==> config.mk <==
export PLATFORM = sky130hd
export DESIGN_NAME = aes_masked_io_ctrl
export DESIGN_NICKNAME = d
export VERILOG_FILES = /design/src/rtl/aes_masked_io_ctrl.sv
export SDC_FILE = /design/constraint.sdc
export NUM_CORES = 1
export LEC_CHECK = 0
export CAP_MARGIN = 15
export CORE_UTILIZATION = 51
export DETAILED_ROUTE_END_ITERATION = 10
export GPL_TIMING_DRIVEN = 0
export HOLD_SLACK_MARGIN = 0.12
export PLACE_DENSITY = 0.79
export SLEW_MARGIN = 25
export SYNTH_ARGS = -nofsm -noshare
export SYNTH_HDL_FRONTEND = slang
export SYNTH_SLANG_ARGS = --single-unit
==> constraint.sdc <==
create_clock -name clk -period 5.1 [get_ports clk]
set_input_delay 1.53 -clock clk [delete_from_list [all_inputs] [get_ports clk]]
set_output_delay 1.53 -clock clk [all_outputs]
set_load 0.005 [all_outputs]
==> src/rtl/aes_masked_io_ctrl.sv <==
// Host-side streaming front end for the byte-serial masked AES unit: feeds a 128-bit block bytewise, captures the ciphertext.
// Optional mask refresh from a 16-bit LFSR is enabled by defining AES_MASK_REFRESH_EN; otherwise masks are tied to zero.
module aes_masked_io_ctrl #(
  parameter logic [15:0] LFSR_SEED = 16'hACE1,
  parameter logic [9:0]  TIMEOUT   = 10'd1023
) (
  input  logic         clk,
  input  logic         reset,
  input  logic         start,
  input  logic [127:0] pt,
  output logic         busy,
  output logic         done,
  output logic         err,
  output logic [127:0] ct,
  output logic         valid_input,
  output logic [7:0]   data_in,
  output logic [7:0]   imask,
  output logic [7:0]   omask,
  input  logic         valid_output,
  input  logic [7:0]   data_out
);

  localparam logic [15:0] SEED = (LFSR_SEED == 16'h0000) ? 16'hACE1 : LFSR_SEED;

  typedef enum logic [2:0] {
    S_IDLE,
    S_LOAD,
    S_WAIT,
    S_CAPTURE,
    S_DONE
  } state_t;

  state_t         r_state;
  state_t         w_next;
  logic [127:0]   r_sr;
  logic [119:0]   r_cap;
  logic [127:0]   r_ct;
  logic [3:0]     r_cnt;
  logic [9:0]     r_wcnt;
  logic           r_valid_in;
  logic [7:0]     r_data_in;
  logic           r_err;
  logic           r_done;
  logic           w_timeout;

  assign w_timeout = (r_wcnt == TIMEOUT - 10'd1);

  always_ff @(posedge clk) begin
    if (reset) r_state <= S_IDLE;
    else       r_state <= w_next;
  end

  always_comb begin
    w_next = r_state;
    case (r_state)
      S_IDLE:    if (start) w_next = S_LOAD;
      S_LOAD:    if (r_cnt == 4'd15) w_next = S_WAIT;
      // valid_output takes precedence over a timeout on the same cycle
      S_WAIT: begin
        if (valid_output)   w_next = S_CAPTURE;
        else if (w_timeout) w_next = S_IDLE;
      end
      S_CAPTURE: if (r_cnt == 4'd15) w_next = S_DONE;
      S_DONE:    w_next = S_IDLE;
      default:   w_next = S_IDLE;
    endcase
  end

  always_ff @(posedge clk) begin
    if (reset) begin
      r_sr       <= '0;
      r_cap      <= '0;
      r_ct       <= '0;
      r_cnt      <= '0;
      r_wcnt     <= '0;
      r_valid_in <= 1'b0;
      r_data_in  <= '0;
      r_err      <= 1'b0;
      r_done     <= 1'b0;
    end else begin
      r_done <= (r_state == S_DONE);
      case (r_state)
        S_IDLE: begin
          if (start) begin
            r_sr  <= pt;
            r_err <= 1'b0;
            r_cnt <= '0;
          end
        end
        S_LOAD: begin
          r_valid_in <= 1'b1;
          r_data_in  <= r_sr[127:120];
          r_sr       <= {r_sr[119:0], 8'h00};
          r_cnt      <= r_cnt + 4'd1;
          r_wcnt     <= '0;
        end
        S_WAIT: begin
          r_valid_in <= 1'b0;
          if (valid_output) begin
            r_cap <= {r_cap[111:0], data_out};
            r_cnt <= 4'd1;
          end else if (w_timeout) begin
            r_err <= 1'b1;
          end else begin
            r_wcnt <= r_wcnt + 10'd1;
          end
        end
        // bytes collect in r_cap so ct only changes once a full block has arrived
        S_CAPTURE: begin
          r_cap <= {r_cap[111:0], data_out};
          r_cnt <= r_cnt + 4'd1;
          if (r_cnt == 4'd15) r_ct <= {r_cap, data_out};
        end
        default: ;
      endcase
    end
  end

`ifdef AES_MASK_REFRESH_EN
  logic [15:0] r_lfsr;

  always_ff @(posedge clk) begin
    if (reset)
      r_lfsr <= SEED;
    else if (r_state == S_IDLE && start)
      r_lfsr <= {r_lfsr[14:0], r_lfsr[15] ^ r_lfsr[13] ^ r_lfsr[12] ^ r_lfsr[10]};
  end

  assign imask = r_lfsr[7:0];
  assign omask = r_lfsr[15:8];
`else
  // unmasked baseline; the seed stays referenced so both builds share one parameter list
  assign {omask, imask} = SEED & 16'h0000;
`endif

  assign busy        = (r_state != S_IDLE);
  assign done        = r_done;
  assign err         = r_err;
  assign ct          = r_ct;
  assign valid_input = r_valid_in;
  assign data_in     = r_data_in;

endmodule

Word level (Yosys, flattened, before mapping)
Index checks and enable logic that the tools add are counted.
Word-level totals
  word-level logic and storage cells: 62
  input bits: 140
  register bits: 404
  output and inout bits: 156
Cells by class
  reduce and logical (&&, ||, !) cells: 15
  muxes and demuxes: 21
  equal/unequal tests: 14
  $add $sub $neg: 2
Operator list (number)
  one-hot mux 128 bit (2 select lines): 1
  one-hot mux 120 bit (2 select lines): 1
  2-to-1 mux 128 bit: 1
  2-to-1 mux 120 bit: 1
  2-to-1 mux 10 bit: 2
  one-hot mux 10 bit (2 select lines): 1
  2-to-1 mux 3 bit: 5
  inequality test 2 bit (second input constant): 7
  one-hot mux 3 bit (4 select lines): 1
  one-hot mux 4 bit (3 select lines): 1
  adder 10 x 1 -> 10 bit (second input constant): 1
  == test 10 bit (second input constant): 1
  2-to-1 mux 4 bit: 2
  AND reduction 4 bit: 2
  nonzero test 2 bit: 4
  == test 3 x 2 -> 1 bit (second input constant): 2
  AND reduction 2 bit: 3
  AND reduction 3 bit: 2
  nonzero test 3 bit: 2
  adder 4 x 1 -> 4 bit (second input constant): 1
  == test 4 bit (second input constant): 1
  one-hot mux 1 bit (2 select lines): 2
  == test 3 x 1 -> 1 bit (second input constant): 1
  == test 3 bit (second input constant): 1
  4 further kinds: 6

Depth between registers and ports, before layout
  word-level depth: 4
  gate-level depth with buffers: 7
  depth with buffers taken out: 6

Worst setup path before layout
OpenSTA, ideal clock, no wires.
  kind: input -> register
  from: in valid_output
  to: reg r_wcnt[3]
  stages: 6
  setup time: 0.091 ns
  data required time: 5.009 ns
  buffers on the path: 2
  arrival time: 2.691 ns
  slack: 2.318 ns
  cell sequence: clkbuf_1 -> nor4b_4 -> o31a_1 -> buf_4 -> a41oi_1 -> a311oi_1
Between the ends
  word-level cells in the longest chain between the ends: 2
RTL lines
  from (decl): line 19  | input logic valid_output,
  inequality test 2 bit (no source line)
  AND reduction 3 bit (no source line)
  to (signal assigned): line 105  | r_wcnt <= r_wcnt + 10'd1;
  to (decl): line 39  | logic [9:0] r_wcnt;
Every way passes these cells.
A chain may end at the register's enable or synchronous reset.

Final worst setup path
  from: reg r_state[0]
  to: out busy
Between the ends
  word-level cells in the longest chain between the ends: 1
RTL lines
  from (decl): line 33  | state_t r_state;
  from (signal assigned): line 50  | else r_state <= w_next;
  nonzero test 3 bit: line 136  | assign busy = (r_state != S_IDLE);
  to (decl): line 11  | output logic busy,
Every way passes these cells.

==> summary.txt <==
Synthesis
  – Post-synth EDFFs: 0
  – Synth warn: 0
  – Post-synthesis register bit count: 404
  – Mapped Area: around 15000 um2
  – Synth top area share: 54.7%
  – Synth area leaders: dfxtp_1 55%, nand2_1 15%, a21oi_1 11%
  – Post-synth top area cell: dfxtp_1
  – Mapped Cells: 1820
  – Top FF cell, synth: dfxtp_1
  – Sequential cell area fraction in the yosys report: 54.7%
  – Ys async rst share: 0%
  – Distinct cells, synth: 52
  – Avg Synthesized Cell Area: 8.12 um2

Final layout
  – Share of layout cells above drive strength 1: between 7 and 8%
  – Layout overhead on the synthesized area: 32.2%
  – Final nets: 2299
  – Fin cells: 2566
  – Final Util: 69.4%

Worst hold path
  – Hold Path Class: flop to flop

STA
  – Final worst path period need: about 3.5 ns
  – Worst rel slew slack: 35.5%
  – Worst slew pin tran: roughly 0.97 ns
  – Setup TNS: 0 ns
  – Final worst path period share: 69.2%
  – Setup WS post-layout: 1.57 ns
  – Setup Viol. Count Final: 0
  – F_max: between 0.2 and 0.3 GHz
  – RSZ-0062 raised after global routing: false
  – Skew final: 0.0142 ns
  – Fin. Hold Viols: 0
  – Max-slew violation count: 0

Pwr
  – Total Power: 6.96 mW
  – PD cells: 356 nW/um2
  – Clk network pwr share: between 40% and 50%
  – Reg power frac: 47.5%
  – Peak VDD IR: 0.292 mV
  – Psw: 1.54 mW
  – Sw Ratio: 22.2%
  – Logic pwr share: 7.4%
  – Leak Pwr: 6.79 nW
  – Internal power: ~5.4 mW

Run status
  – Status: completed

GRT
  – Initial antenna violation count: 1
  – Largest net degree at the start of global routing: 15
  – Number of global-route vias before repair: ~13000
  – First-pass GRT wire length: 64.0 mm
  – Grt total ovfl: 0
  – Total global-route track usage: a little over a quarter

Placement
  – Dpl cells: 2491
  – Final RePlAce weighted congestion: 0.882
  – Post-Place Setup Slack: 1.22 ns
  – # port buffers: around 280
  – Detail Placement HPWL: slightly below 30 mm

Floorplanning
  – Site row count: 61
  – Die H: roughly 170 um
  – Core area: 28200 um2
  – Die footprint: 29700 um2
  – Initial core utilization: 52.5%
  – I/O pin cnt: between 200 and 300
  – Die width: 172 um

Clocking
  – Bufs on Longest Clock Path: 3
  – # resized after CTS: 0
  – Clk sink count: 404
  – CTS buffer count: 41
  – Clk Latency, worst-skew pair: 0.53 ns
  – TritonCTS clock tree: yes
  – Clk slew on worst S/H paths: around 0.06 ns
  – Post-CTS setup buffer count: 0
  – Root buffer cell: clkbuf_16
  – Hold_buf cts: 0
  – Max H-tree Level: 2

Setup path
  – Crit path kind: flop to output port
  – Slowest Stage Delay on Critical Path: 0.52 ns
  – CP arrival: ~2.0 ns
  – CP cell instances: buf_4 > or3_1 > clkdlybuf4s50_1
  – CP max stage cell: clkdlybuf4s50_1
  – Crit-path max FO: 10
  – WP data required: 3.57 ns
  – Setup crit end kind: output port
  – Setup crit start kind: flop

Detailed routing
  – Iteration-0 DRC Markers: 994
  – Final ANT Viol Nets: 0
  – WL/cell: 15.8 um
  – Average vias per placed instance: 5.38
  – DRC viols: 0
  – Vias post-DR: 13800
  – Final wirelength: between 40 and 50 mm
  – Drt pass-1 iters: 6

Job
  – Max_cap viols: 0
-- metrics by stage --
stage                     hold WS (ns)  instance area [um2]
final                            0.453                19500
after global routing             0.471                19500
after CTS                        0.454                19500
after detailed placement         0.445                18100
after global placement           0.442                18100
after floorplan                  0.432                14800
-- state kept, by name, summed over array words and instances, names as in the netlist --
register     count
data_in          8
r_sr           128
ct             128
r_wcnt          10
err              1
valid_input      1
r_cap          120
done             1
r_cnt            4
r_state          3
-- power groups by stage --
| stage | Combinational, mW | Sequential [mW] | Clock (mW) |
|---|---|---|---|
| after floorplan | 0.298 | 3.36 | 0 |
| after CTS | 0.513 | 3.30 | 3.17 |
| after global placement | 0.500 | 3.37 | 0 |
| final | 0.518 | 3.31 | 3.13 |
| after global routing | 0.566 | 3.31 | 3.30 |
| after detailed placement | 0.509 | 3.37 | 0 |
-- area by class of cell --
class	instances	area, um2
repair buffers	278	2780
plain buffers	165	806
inverters	7	26.3
clock inverters	10	135
flip-flops and latches	404	8090
diodes	1	2.50
fillers	2210	8620
multi-input cells	1259	5910
clock buffers	64	1320
well taps	378	473
-- synth_stat cells (2+ instances only) --
| cell type | number |
|---|---|
| a211oi_1 | 2 |
| a21oi_1 | 324 |
| a221oi_1 | 2 |
| a22oi_1 | 67 |
| a311oi_1 | 2 |
| and3_1 | 3 |
| buf_1 | 5 |
| buf_2 | 62 |
| buf_4 | 27 |
| clkbuf_1 | 70 |
| dfxtp_1 | 404 |
| ha_1 | 3 |
| inv_1 | 7 |
| mux2i_1 | 3 |
| nand2_1 | 581 |
| nand2b_1 | 2 |
| nand3_1 | 9 |
| nand4_1 | 2 |
| nor2_1 | 75 |
| nor3_1 | 71 |
| nor4b_4 | 2 |
| o21ai_0 | 3 |
| o22ai_1 | 63 |
| o31a_1 | 2 |
| or3_1 | 2 |
-- cell usage in the layout (no fill, tap or decap), types with 3 or more instances in the layout --
cell type        count
a21oi_1            324
a22oi_1             67
and3_1               3
buf_1                5
buf_2               62
buf_4               27
bufinv_16            3
clkbuf_1            75
clkbuf_16           43
clkbuf_8            16
clkdlybuf4s50_1    278
clkinv_2             5
conb_1              16
dfxtp_1            404
ha_1                 3
inv_1                7
mux2i_1              3
nand2_1            581
nand3_1              9
nor2_1              75
nor3_1              71
o21ai_0              3
o22ai_1             63
-- worst paths after layout --
check	startpoint	cells after the start	slack [ns]	to
hold / removal	ct[35]	2	0.45	ct[35]
hold reg to reg	ct[35]	2	0.45	ct[35]
setup reg to reg	r_state[0]	6	3.01	r_cap[113]
setup / recovery	r_state[0]	3	1.57	busy
-- logic make-up (layout without fill, tap and decap cells) --
logic type | after synthesis | in the layout | share of synthesized area (%)
muxes | 4 | 4 | 0.279
DFF | 404 | 404 | 54.7
AOI/OAI and AO/OA | 477 | 477 | 18.3
other | 1 | 17 | 0.0254
and+or+nand+nor | 758 | 758 | 20.7
adders and majority gates | 3 | 3 | 0.254
xor gates and xnor gates | 1 | 1 | 0.0593
buffers and inverters | 172 | 524 | 5.63
-- layer usage --
layer / share of wire [%] / global-route usage, % / vias to the layer above
met2: 47 / 45.3 / 530
met4: 3.1 / 10.0 / 0
met5: 0 / 0 / -
met3: 6.4 / 4.39 / 86
li1: - / - / 6805
met1: 43 / 35.3 / 6383
-- worst max-delay path: cells and delay by family, from the launching register on --
kind	cells	cell delay [ns]
simple gates	1	0.35
buf+inv	2	0.73
flops	1	0.40
No activity file was read; power rests on OpenSTA's default activity.
